File: src/rtl/dma_pkg.sv
// Shared types and constants for the DMA burst sequencer.
package dma_pkg;

   // Sequencer control states.
   typedef enum logic [2:0] {
      IDLE,
      CALC,
      START,
      WAIT_BUSY,
      WAIT_DONE
   } state_e;

   // AXI AxSIZE encodings (log2 of bytes per beat).
   localparam logic [2:0] AXI_SIZE_1B   = 3'd0;
   localparam logic [2:0] AXI_SIZE_2B   = 3'd1;
   localparam logic [2:0] AXI_SIZE_4B   = 3'd2;
   localparam logic [2:0] AXI_SIZE_8B   = 3'd3;
   localparam logic [2:0] AXI_SIZE_16B  = 3'd4;
   localparam logic [2:0] AXI_SIZE_32B  = 3'd5;
   localparam logic [2:0] AXI_SIZE_64B  = 3'd6;
   localparam logic [2:0] AXI_SIZE_128B = 3'd7;

   // AXI bursts may not cross a 4 KB page.
   localparam int unsigned DEFAULT_BOUNDARY = 4096;

endpackage

File: src/rtl/dma_burst_sequencer_if.sv
// Request and DMA-channel signals of one sequencer instance.
interface dma_burst_sequencer_if #(
   parameter int unsigned ADDR_WIDTH  = 32,
   parameter int unsigned BEATS_WIDTH = 20
) ();

   logic                   cmd_valid_i;
   logic                   cmd_ready_o;
   logic [ADDR_WIDTH-1:0]  cmd_addr_i;
   logic [BEATS_WIDTH-1:0] cmd_beats_i;
   logic [2:0]             cmd_size_i;
   logic                   dma_start_o;
   logic [ADDR_WIDTH-1:0]  dma_addr_o;
   logic [7:0]             dma_len_o;
   logic [2:0]             dma_size_o;
   logic                   dma_busy_i;
   logic                   busy_o;
   logic                   done_o;

   // Sequencer side.
   modport master (
      input  cmd_valid_i, cmd_addr_i, cmd_beats_i, cmd_size_i, dma_busy_i,
      output cmd_ready_o, dma_start_o, dma_addr_o, dma_len_o, dma_size_o, busy_o, done_o
   );

   // Requester / DMA channel side.
   modport slave (
      output cmd_valid_i, cmd_addr_i, cmd_beats_i, cmd_size_i, dma_busy_i,
      input  cmd_ready_o, dma_start_o, dma_addr_o, dma_len_o, dma_size_o, busy_o, done_o
   );

endinterface

File: src/rtl/dma_burst_calc.sv
// Beats in the next burst: min(remaining, MAX_BURST, beats left before the boundary).
module dma_burst_calc
   import dma_pkg::*;
#(
   parameter int unsigned ADDR_WIDTH  = 32,
   parameter int unsigned BEATS_WIDTH = 20,
   parameter int unsigned MAX_BURST   = 256,
   parameter int unsigned BOUNDARY    = DEFAULT_BOUNDARY,
   parameter int unsigned BURST_WIDTH = $clog2(MAX_BURST) + 1
) (
   input  logic [ADDR_WIDTH-1:0]  addr,
   input  logic [BEATS_WIDTH-1:0] remaining,
   input  logic [2:0]             size,
   output logic [BURST_WIDTH-1:0] burst
);

   localparam int unsigned OFFS_WIDTH = $clog2(BOUNDARY);
   localparam int unsigned W0 = (BEATS_WIDTH > OFFS_WIDTH + 1) ? BEATS_WIDTH : OFFS_WIDTH + 1;
   localparam int unsigned CW = (W0 > BURST_WIDTH) ? W0 : BURST_WIDTH;

   logic [CW-1:0] to_bnd;
   logic [CW-1:0] rem_ext;
   logic [CW-1:0] max_ext;
   logic [CW-1:0] min_rm;

   // Three-way minimum; addr is size-aligned so to_bnd is never 0.
   always_comb begin
      to_bnd  = (CW'(BOUNDARY) - CW'(addr[OFFS_WIDTH-1:0])) >> size;
      rem_ext = CW'(remaining);
      max_ext = CW'(MAX_BURST);
      min_rm  = (rem_ext < max_ext) ? rem_ext : max_ext;
      burst   = (min_rm < to_bnd) ? min_rm[BURST_WIDTH-1:0] : to_bnd[BURST_WIDTH-1:0];
   end

endmodule

File: src/rtl/dma_burst_sequencer.sv
// Splits a large transfer request into AXI-legal bursts for one DMA channel.
module dma_burst_sequencer
   import dma_pkg::*;
#(
   parameter int unsigned ADDR_WIDTH  = 32,
   parameter int unsigned BEATS_WIDTH = 20,
   parameter int unsigned MAX_BURST   = 256,
   parameter int unsigned BOUNDARY    = DEFAULT_BOUNDARY
) (
   input logic                   m_axi_aclk,
   input logic                   m_axi_aresetn,
   dma_burst_sequencer_if.master bus
);

   localparam int unsigned BURST_WIDTH = $clog2(MAX_BURST) + 1;

   state_e                 state_q, state_d;
   logic [ADDR_WIDTH-1:0]  addr_q, addr_d;
   logic [BEATS_WIDTH-1:0] rem_q, rem_d;
   logic [2:0]             size_q, size_d;
   logic [BURST_WIDTH-1:0] burst_q, burst_d;
   logic [ADDR_WIDTH-1:0]  dma_addr_q, dma_addr_d;
   logic [7:0]             dma_len_q, dma_len_d;
   logic [2:0]             dma_size_q, dma_size_d;
   logic                   done_q, done_d;

   logic [BURST_WIDTH-1:0] calc_burst;
   logic [ADDR_WIDTH-1:0]  align_mask;
   logic [BEATS_WIDTH-1:0] rem_after;

   dma_burst_calc #(
      .ADDR_WIDTH  (ADDR_WIDTH),
      .BEATS_WIDTH (BEATS_WIDTH),
      .MAX_BURST   (MAX_BURST),
      .BOUNDARY    (BOUNDARY),
      .BURST_WIDTH (BURST_WIDTH)
   ) u_calc (
      .addr      (addr_q),
      .remaining (rem_q),
      .size      (size_q),
      .burst     (calc_burst)
   );

   // Next-state and datapath updates.
   always_comb begin
      state_d    = state_q;
      addr_d     = addr_q;
      rem_d      = rem_q;
      size_d     = size_q;
      burst_d    = burst_q;
      dma_addr_d = dma_addr_q;
      dma_len_d  = dma_len_q;
      dma_size_d = dma_size_q;
      done_d     = 1'b0;
      align_mask = {ADDR_WIDTH{1'b1}} << bus.cmd_size_i;
      rem_after  = rem_q - BEATS_WIDTH'(burst_q);

      unique case (state_q)
         IDLE: begin
            if (bus.cmd_valid_i) begin
               addr_d  = bus.cmd_addr_i & align_mask;
               rem_d   = bus.cmd_beats_i;
               size_d  = bus.cmd_size_i;
               state_d = CALC;
            end
         end
         CALC: begin
            if (rem_q == '0) begin
               // Zero-beat request completes without touching the channel.
               state_d = IDLE;
               done_d  = 1'b1;
            end else begin
               burst_d    = calc_burst;
               dma_addr_d = addr_q;
               dma_len_d  = 8'(calc_burst - BURST_WIDTH'(1));
               dma_size_d = size_q;
               state_d    = START;
            end
         end
         START: begin
            state_d = WAIT_BUSY;
         end
         WAIT_BUSY: begin
            if (bus.dma_busy_i) begin
               state_d = WAIT_DONE;
            end
         end
         WAIT_DONE: begin
            if (!bus.dma_busy_i) begin
               addr_d = addr_q + (ADDR_WIDTH'(burst_q) << size_q);
               rem_d  = rem_after;
               if (rem_after == '0) begin
                  state_d = IDLE;
                  done_d  = 1'b1;
               end else begin
                  state_d = CALC;
               end
            end
         end
         default: begin
            state_d = IDLE;
         end
      endcase
   end

   // State and datapath registers with synchronous active-low reset.
   always_ff @(posedge m_axi_aclk) begin
      if (!m_axi_aresetn) begin
         state_q    <= IDLE;
         addr_q     <= '0;
         rem_q      <= '0;
         size_q     <= '0;
         burst_q    <= '0;
         dma_addr_q <= '0;
         dma_len_q  <= '0;
         dma_size_q <= '0;
         done_q     <= 1'b0;
      end else begin
         state_q    <= state_d;
         addr_q     <= addr_d;
         rem_q      <= rem_d;
         size_q     <= size_d;
         burst_q    <= burst_d;
         dma_addr_q <= dma_addr_d;
         dma_len_q  <= dma_len_d;
         dma_size_q <= dma_size_d;
         done_q     <= done_d;
      end
   end

   assign bus.cmd_ready_o = (state_q == IDLE);
   assign bus.busy_o      = (state_q != IDLE);
   assign bus.dma_start_o = (state_q == START);
   assign bus.dma_addr_o  = dma_addr_q;
   assign bus.dma_len_o   = dma_len_q;
   assign bus.dma_size_o  = dma_size_q;
   assign bus.done_o      = done_q;

endmodule
File: src/flat_wrapper.sv
// flat-port wrapper written by rule: the top's interface ports become plain ports
module dma_burst_sequencer_flat import dma_pkg::*;
#(
   parameter int unsigned ADDR_WIDTH  = 32,
   parameter int unsigned BEATS_WIDTH = 20,
   parameter int unsigned MAX_BURST   = 256,
   parameter int unsigned BOUNDARY    = DEFAULT_BOUNDARY
)
  (m_axi_aclk, m_axi_aresetn, bus_cmd_valid_i, bus_cmd_addr_i, bus_cmd_beats_i, bus_cmd_size_i, bus_dma_busy_i, bus_cmd_ready_o, bus_dma_start_o, bus_dma_addr_o, bus_dma_len_o, bus_dma_size_o, bus_busy_o, bus_done_o);
  dma_burst_sequencer_if #(.ADDR_WIDTH(ADDR_WIDTH), .BEATS_WIDTH(BEATS_WIDTH)) bus_i ();
  input logic m_axi_aclk;
  input logic m_axi_aresetn;
  input wire logic [$bits(bus_i.cmd_valid_i)-1:0] bus_cmd_valid_i;
  input wire logic [$bits(bus_i.cmd_addr_i)-1:0] bus_cmd_addr_i;
  input wire logic [$bits(bus_i.cmd_beats_i)-1:0] bus_cmd_beats_i;
  input wire logic [$bits(bus_i.cmd_size_i)-1:0] bus_cmd_size_i;
  input wire logic [$bits(bus_i.dma_busy_i)-1:0] bus_dma_busy_i;
  output wire logic [$bits(bus_i.cmd_ready_o)-1:0] bus_cmd_ready_o;
  output wire logic [$bits(bus_i.dma_start_o)-1:0] bus_dma_start_o;
  output wire logic [$bits(bus_i.dma_addr_o)-1:0] bus_dma_addr_o;
  output wire logic [$bits(bus_i.dma_len_o)-1:0] bus_dma_len_o;
  output wire logic [$bits(bus_i.dma_size_o)-1:0] bus_dma_size_o;
  output wire logic [$bits(bus_i.busy_o)-1:0] bus_busy_o;
  output wire logic [$bits(bus_i.done_o)-1:0] bus_done_o;
  assign bus_i.cmd_valid_i = bus_cmd_valid_i;
  assign bus_i.cmd_addr_i = bus_cmd_addr_i;
  assign bus_i.cmd_beats_i = bus_cmd_beats_i;
  assign bus_i.cmd_size_i = bus_cmd_size_i;
  assign bus_i.dma_busy_i = bus_dma_busy_i;
  assign bus_cmd_ready_o = bus_i.cmd_ready_o;
  assign bus_dma_start_o = bus_i.dma_start_o;
  assign bus_dma_addr_o = bus_i.dma_addr_o;
  assign bus_dma_len_o = bus_i.dma_len_o;
  assign bus_dma_size_o = bus_i.dma_size_o;
  assign bus_busy_o = bus_i.busy_o;
  assign bus_done_o = bus_i.done_o;
  dma_burst_sequencer #(.ADDR_WIDTH(ADDR_WIDTH), .BEATS_WIDTH(BEATS_WIDTH), .MAX_BURST(MAX_BURST), .BOUNDARY(BOUNDARY)) u_core (.m_axi_aclk(m_axi_aclk), .m_axi_aresetn(m_axi_aresetn), .bus(bus_i));
endmodule
File: config.mk
export PLATFORM = sky130hd
export DESIGN_NAME = dma_burst_sequencer_flat
export DESIGN_NICKNAME = d
export VERILOG_FILES = /design/src/rtl/dma_pkg.sv /design/src/rtl/dma_burst_sequencer_if.sv /design/src/rtl/dma_burst_calc.sv /design/src/rtl/dma_burst_sequencer.sv /design/src/flat_wrapper.sv
export SDC_FILE = /design/constraint.sdc
export NUM_CORES = 1
export LEC_CHECK = 0
export CAP_MARGIN = 40
export CORE_MARGIN = 5
export CORE_UTILIZATION = 30
export CTS_CLUSTER_DIAMETER = 80
export DETAILED_ROUTE_END_ITERATION = 10
export SLEW_MARGIN = 40
export SYNTH_ARGS = -nofsm -noshare
export SYNTH_HDL_FRONTEND = slang
export SYNTH_SLANG_ARGS = --single-unit
File: constraint.sdc
create_clock -name m_axi_aclk -period 9.4 [get_ports m_axi_aclk]
set_clock_uncertainty 0.15 [all_clocks]
set_input_delay 0.94 -clock m_axi_aclk [delete_from_list [all_inputs] [get_ports m_axi_aclk]]
set_output_delay 0.94 -clock m_axi_aclk [all_outputs]
set_load 0.05 [all_outputs]
==> results of run 1 <==
-- cells by family after synthesis --
kind of cell	count (synthesis)	share of synthesized area, %
AOI/OAI and AO/OA	331	28.8
xor gates and xnor gates	26	2.87
adders and majority gates	41	6.66
buffers and inverters	109	5.34
DFF	111	28.0
muxes	28	4.12
other	1	0.0473
and+or+nand+nor	402	24.2
-- worst register-to-register path, delay by kind of cell, from the launching register on --
| family | cells | cell delay, ps |
|---|---|---|
| muxes | 2 | 780 |
| AOI/OAI and AO/OA | 5 | 1250 |
| DFF | 1 | 380 |
| xor gates and xnor gates | 1 | 140 |
| buffers and inverters | 2 | 370 |
| and+or+nand+nor | 7 | 1680 |
| adders and majority gates | 3 | 810 |
-- sequential cells by signal, summed over array words and instances (netlist names) --
signal                 cells
u_core.addr_q             32
u_core.burst_q             9
u_core.state_q             3
u_core.size_q              3
u_core.rem_q              20
u_core.bus.done_o          1
u_core.bus.dma_size_o      3
u_core.bus.dma_addr_o     32
u_core.bus.dma_len_o       8
-- metrics by stage --
step	setup slack (ps)	instance area, um2	hold slack, ps
CTS	3820	9570	320
global placement	4000	9210	308
floorplan	4360	7940	296
finish	3810	9570	314
global route	3370	9570	338
detailed placement	3870	9250	310
-- layout by cell type, fill, tap and decap left out, types with 28 or more instances in the layout --
| master | synthesis | layout |
|---|---|---|
| clkdlybuf4s50_1 | 0 | 104 |
| a21boi_0 | 51 | 51 |
| nand3_1 | 29 | 28 |
| ha_1 | 39 | 39 |
| nand2_1 | 180 | 179 |
| dfxtp_1 | 111 | 111 |
| a21oi_1 | 64 | 64 |
| nor2_1 | 70 | 70 |
| inv_1 | 34 | 34 |
| o21ai_0 | 69 | 68 |
-- report_power, final --
part / total [mW] / internal (mW) / leakage (nW) / switching (mW)
logic: 0.925 / 0.364 / 2.69 / 0.561
registers: 0.601 / 0.528 / 0.908 / 0.0733
clock network: 0.423 / 0.222 / 0.156 / 0.202
total: 1.95 / 1.11 / 3.76 / 0.836
-- layout make-up --
cell class	count	share of cell area, %
clock buffers	10	2.50
well taps	335	4.38
flip-flops and latches	111	23.2
repair buffers	119	12.1
multi-input cells	832	55.6
inverters	34	1.33
clock inverters	6	0.889
-- worst max path at each step --
stage | startpoint | end | cells after the start
after floorplan | u_core.addr_q[1] | u_core.bus.dma_len_o[6] | 21
after global placement | u_core.addr_q[1] | u_core.bus.dma_len_o[6] | 19
after detailed placement | u_core.addr_q[1] | u_core.bus.dma_len_o[6] | 20
after CTS | u_core.addr_q[1] | u_core.bus.dma_len_o[6] | 20
after global routing | u_core.addr_q[1] | u_core.bus.dma_len_o[6] | 20
final | u_core.addr_q[1] | u_core.bus.dma_len_o[6] | 20
-- metal layers --
| layer | share of wire (%) | GRT usage (%) |
|---|---|---|
| met5 | 0 | 0 |
| met4 | 2.1 | 4.52 |
| met3 | 4.3 | 2.64 |
| met2 | 46 | 25.8 |
| met1 | 47 | 21.1 |
-- synth_stat cells, types with 6 or more instances --
master | number | area [um2]
nor2b_1 | 12 | 75.1
xnor2_1 | 19 | 166
o21ai_0 | 69 | 345
o31ai_1 | 6 | 45.0
a21o_1 | 8 | 60.1
nand3_1 | 29 | 145
nor3b_1 | 6 | 45.0
nor4_1 | 8 | 50.1
a31oi_1 | 7 | 43.8
o211a_1 | 21 | 210
nand2b_1 | 12 | 75.1
a22oi_1 | 6 | 45.0
nor3_1 | 16 | 80.1
or3_1 | 10 | 62.6
nand2_1 | 180 | 676
and3_1 | 14 | 87.6
a21oi_1 | 64 | 320
a211oi_1 | 11 | 82.6
clkbuf_1 | 63 | 236
and2_1 | 17 | 106
o22ai_1 | 8 | 50.1
buf_1 | 8 | 30.0
dfxtp_1 | 111 | 2220
nor2_1 | 70 | 263
mux2i_1 | 21 | 210
inv_1 | 34 | 128
a21boi_0 | 51 | 383
xor2_1 | 7 | 61.3
o211ai_1 | 22 | 165
o21a_1 | 10 | 75.1
ha_1 | 39 | 488
==> flow_summary_export.csv, run 1 <==
group,metric,value,unit
timing,worst_pin_slew,743,ps
clock_network,cts_post_setup_buffers_inserted,0,
grt,first_global_vias,7330,
synth,synth_flop_cell,"dfxtp_1",
synth,number_of_register_bits_inferred_by_synthesis,111,
timing,setup_tns,0,ps
layout,fin_nets,1207,
floorplanning,die_area,29800,um2
worst_setup_path,reg2reg_setup_slack,3810,ps
worst_setup_path,critical_path.reg2reg.endpoint,"u_core.bus.dma_len_o[6]",
clock_network,cts_max_path_buffers,2,
worst_setup_path,crit_path_max_fanout,11,
worst_setup_path,critPathArrivalTime,5750,ps
timing,finalSetupViolations,0,
power_and_ir_drop,power_density,204,nW/um2
worst_setup_path,cp_slowest_stage_delay,620,ps
worst_hold_path,timing.hold.worst_path_depth,2,
synth,synth_async_sr_flop_share,0,%
drt,antenna_violating_nets_post_route,0,
grt,grt_overflow,0,
layout,multi_input_area,5320,um2
worst_setup_path,critPathMostFrequentCell,"ha_1",
timing,drv_slew,0,
drt,dr_total_vias,7708,
synth,synth-edff-count,0,
clock_network,cts_repair_resize_count,0,
worst_setup_path,depth_of_the_worst_register_to_register_path,20,
power_and_ir_drop,total_power,1.95,mW
worst_hold_path,hold_path_startpoint,"u_core.bus.dma_addr_o[2]",
place,dpl.hpwl,18100,um
worst_setup_path,critical_path.slowest_cell,"or4b_1",
timing,max_slew_margin,50.0,%
power_and_ir_drop,vdd_drop_max,101,uV
worst_setup_path,critical_path_buf_inv_count,2,
floorplanning,io_pins,106,
synth,synth.cell_area,7930,um2
layout,areaGrowthSynthToFinish,20.8,%
floorplanning,design.core.area,26100,um2
drt,drt-wirelength-per-cell,16.8,um
worst_setup_path,setup.worst_path.class,"reg -> reg",
layout,fin_util,36.7,%
grt,maximum_number_of_pins_on_one_net_before_global_route_repair,62,
drt,detail_route.vias_per_cell,5.33,
synth,ys.warnings.count,0,
worst_setup_path,cp.required,9560,ps
worst_setup_path,end_kind,"register",
worst_setup_path,reg2reg_from,"u_core.addr_q[1]",
layout,fillCellCount,2755,
synth,synth_cells,1049,
clock_network,clock_tree.root_cell,"clkbuf_16",
worst_setup_path,cell_chain_of_the_critical_path,"inv_1, ha_1, or4b_1, nor4_2, xnor2_1, mux4_2, mux2i_1, ha_1, a21oi_1, nor2b_1, o21ai_0, nand2b_1, a221oi_1, o41ai_4, buf_4, a21oi_1, ha_1, nand3b_4, or4_1, nand3_1",
worst_setup_path,worstSetupStartpointType,"register",
clock_network,clk_pin_slew_worst_paths,80,ps
layout,layoutNonFillerInstCount,1447,
clock_network,cts.hold.buffers_added,0,
drt,routed_wirelength,24300,um
synth,synthDistinctLibCells,73,
floorplanning,core.rowCount,59,
drt,initial_detailed_routing_violation_count,542,
clock_network,worst_skew_pair.late_latency,370,ps
timing,setup_repair_after_global_routing_missed_its_margin,"false",
timing,period_minus_slack,5590,ps
place,routabilityCongestion,0.891,
layout,drive_gt1_share,5.13,%
drt,drcViolationCount,0,
timing,fmaxAchievable,179,MHz
floorplanning,starting_density,30.4,%
grt,antenna_violations_before_repair,0,
grt,globalRouteTotalUtil,15.7,%
timing,timing.final.hold_violations,0,
clock_network,cts_inserted_buffers,9,
layout,area.sequential,2220,um2
job,cap_violations,0,
synth,syn-mean-instance-area,7.55,um2
floorplanning,chipHeight,173,um
clock_network,cts_tree,"yes",
drt,drtPass1Iterations,5,
worst_setup_path,crit_family,"simple AND/OR/NAND/NOR gates",
layout,insertedDiodeCount,0,
power_and_ir_drop,static-leakage-power,3.76,nW
outcome,outcome,"completed",
timing,timing.final.crit_share,59.5,%
place,numPortBuffers,105,
clock_network,cts.htree.levels,3,
place,place.detailed.instances,1430,
clock_network,cts.sink_count,111,
floorplanning,die-width,173,um
grt,global_route_wire_length_before_repair,39300,um
synth,synth.yosys.seq_area_share,28.0,%
worst_hold_path,holdPathEnd,"u_core.bus.dma_addr_o[2]",
worst_hold_path,min_path_type,"reg -> reg",
Power figures use the tool's default switching activity.
==> run 2: changes to the inputs <==
==> constraint.sdc (replaced) <==
create_clock -name m_axi_aclk -period 4.8 [get_ports m_axi_aclk]
set_clock_uncertainty 0.15 [all_clocks]
set_input_delay 0.48 -clock m_axi_aclk [delete_from_list [all_inputs] [get_ports m_axi_aclk]]
set_output_delay 0.48 -clock m_axi_aclk [all_outputs]
set_load 0.05 [all_outputs]
==> run 2 against run 1 <==
Net effect:
- die area stayed put
- highest routed layer unchanged
- cell count rose by 3.5%
- largest cell class unchanged
- register-to-register slack worse by 3700 ps
- largest power group unchanged
==> flow_summary_export.csv, run 2 (same netlist as run 1, synthesis figures left out) <==
group,metric,value,unit
clock_network,cts_max_path_buffers,2,
layout,layout_common_cells,"nand2_1, dfxtp_1, clkdlybuf4s50_1, nor2_1, o21ai_0",
layout,areaGrowthSynthToFinish,27.3,%
clock_network,cts_inserted_buffers,9,
drt,drt-wirelength-per-cell,16.9,um
place,place_worst_setup_slack,-109,ps
timing,setup_repair_after_global_routing_missed_its_margin,"true",
timing,period_minus_slack,4740,ps
worst_setup_path,setup.worst_path.class,"reg -> reg",
job,cap_violations,0,
power_and_ir_drop,vdd_drop_max,190,uV
layout,fillCellCount,2687,
worst_setup_path,crit_path_max_fanout,8,
floorplanning,design.core.area,26100,um2
worst_hold_path,timing.hold.worst_path_depth,2,
grt,globalRouteTotalUtil,16.1,%
floorplanning,die-width,173,um
layout,drive_gt1_share,11.4,%
drt,dr_total_vias,7925,
worst_setup_path,end_kind,"register",
place,numPortBuffers,105,
worst_setup_path,crit_end,"u_core.bus.dma_len_o[6]",
power_and_ir_drop,power_density,399,nW/um2
layout,insertedDiodeCount,0,
drt,detail_route.vias_per_cell,5.29,
floorplanning,core.rowCount,59,
layout,layoutNonFillerInstCount,1497,
timing,drv_slew,0,
drt,drcViolationCount,0,
place,place.detailed.instances,1472,
worst_setup_path,setup.worst_path.start,"u_core.addr_q[1]",
worst_setup_path,critical_path.reg2reg.endpoint,"u_core.bus.dma_len_o[6]",
place,dpl.hpwl,18400,um
layout,fin_nets,1257,
clock_network,clk_pin_slew_worst_paths,80,ps
worst_hold_path,min_path_type,"reg -> reg",
floorplanning,starting_density,30.4,%
layout,fin_util,38.7,%
worst_setup_path,critPathArrivalTime,4900,ps
outcome,outcome,"completed",
clock_network,cts_tree,"yes",
worst_setup_path,reg2reg_setup_slack,60,ps
floorplanning,die_area,29800,um2
timing,timing.final.hold_violations,0,
timing,finalSetupViolations,0,
timing,worst_pin_slew,841,ps
clock_network,worst_skew_pair.late_latency,360,ps
timing,fin_hold_ws,315,ps
power_and_ir_drop,static-leakage-power,4.03,nW
clock_network,cts.htree.levels,3,
drt,initial_detailed_routing_violation_count,517,
worst_setup_path,depth_of_the_worst_register_to_register_path,20,
worst_setup_path,cp.required,4960,ps
worst_setup_path,worstSetupStartpointType,"register",
floorplanning,chipHeight,173,um
timing,fmaxAchievable,211,MHz
clock_network,cts.sink_count,111,
drt,routed_wirelength,25200,um
grt,first_global_vias,7916,
timing,fin_ws,61.1,ps
grt,antenna_violations_before_repair,0,
drt,drtPass1Iterations,5,
grt,grt_overflow,0,
grt,maximum_number_of_pins_on_one_net_before_global_route_repair,84,
timing,timing.final.crit_share,98.7,%
worst_setup_path,reg2reg_from,"u_core.addr_q[1]",
clock_network,clock_tree.root_cell,"clkbuf_16",
place,routabilityCongestion,0.867,
floorplanning,io_pins,106,
grt,global_route_wire_length_before_repair,40500,um
layout,layout_commonest_cell,"nand2_1",
drt,antenna_violating_nets_post_route,0,
clock_network,cts.hold.buffers_added,0,
timing,max_slew_margin,43.7,%
==> run 2: what timing repair did <==
item | 4_1_cts | 5_1_grt
endpoints found under the setup margin | 3 | 8
resized for setup | 4 | 30
endpoints found under the hold margin | 0 | 0
pin swaps | 0 | 12
setup buffers | 0 | 7
==> run 2: worst min path at each step <==
stage                              startpoint                         to  slack [ps]
global route        u_core.bus.dma_addr_o[28]  u_core.bus.dma_addr_o[28]         340
finish               u_core.bus.dma_addr_o[5]   u_core.bus.dma_addr_o[5]         310
detailed placement   u_core.bus.dma_addr_o[5]   u_core.bus.dma_addr_o[5]         310
global placement    u_core.bus.dma_addr_o[12]  u_core.bus.dma_addr_o[12]         310
floorplan                   u_core.addr_q[20]  u_core.bus.dma_addr_o[20]         300
CTS                  u_core.bus.dma_addr_o[5]   u_core.bus.dma_addr_o[5]         320
==> run 2: cell type report <==
| type | instances | area, um2 | share of cell area [%] |
|---|---|---|---|
| Clock buffer | 11 | 243 | 2.41 |
| Tap cell | 335 | 419 | 4.15 |
| Multi-Input combinational cell | 832 | 5450 | 54.0 |
| Sequential cell | 111 | 2230 | 22.1 |
| Timing Repair Buffer | 169 | 1580 | 15.6 |
| Clock inverter | 5 | 48.8 | 0.484 |
| Inverter | 34 | 130 | 1.29 |
==> run 2: stage by stage <==
step | total power, mW | instance area, um2 | TNS, ps
final | 4.03 | 10100 | 0
after CTS | 3.93 | 9870 | 0
after global routing | 4.30 | 10100 | -304
after detailed placement | 3.14 | 9560 | -208
after floorplan | 2.51 | 7970 | 0
after global placement | 3.13 | 9560 | 0
==> run 2: critical path, stage by stage, from the launching register on <==
cell and delay [ps]:
dfxtp_4 370, inv_4 60, ha_4 120, or4b_4 520
buf_6 150, or4_4 410, o211ai_1 110, o32ai_1 120
a22oi_1 300, ha_2 240, a211o_1 160, a211oi_2 50
o311ai_1 130, nor3_2 90, o41ai_4 610, buf_6 220
buf_6 100, mux2_4 180, nand3b_4 80, or4_4 420
nand3_2 80
==> run 2: layer usage <==
layer / vias up / share of wire [%] / global-route usage [%]
met5: - / 0 / 0
met2: 171 / 48 / 27.1
met1: 3718 / 45 / 20.5
met4: 0 / 2.1 / 4.75
met3: 38 / 5.3 / 3.69
li1: 3998 / - / -
==> run 2: power breakdown <==
group	internal [mW]	switching (mW)	leakage (nW)
sequential	1.03	0.115	0.910
clock	0.380	0.393	0.144
combinational	0.903	1.20	2.98
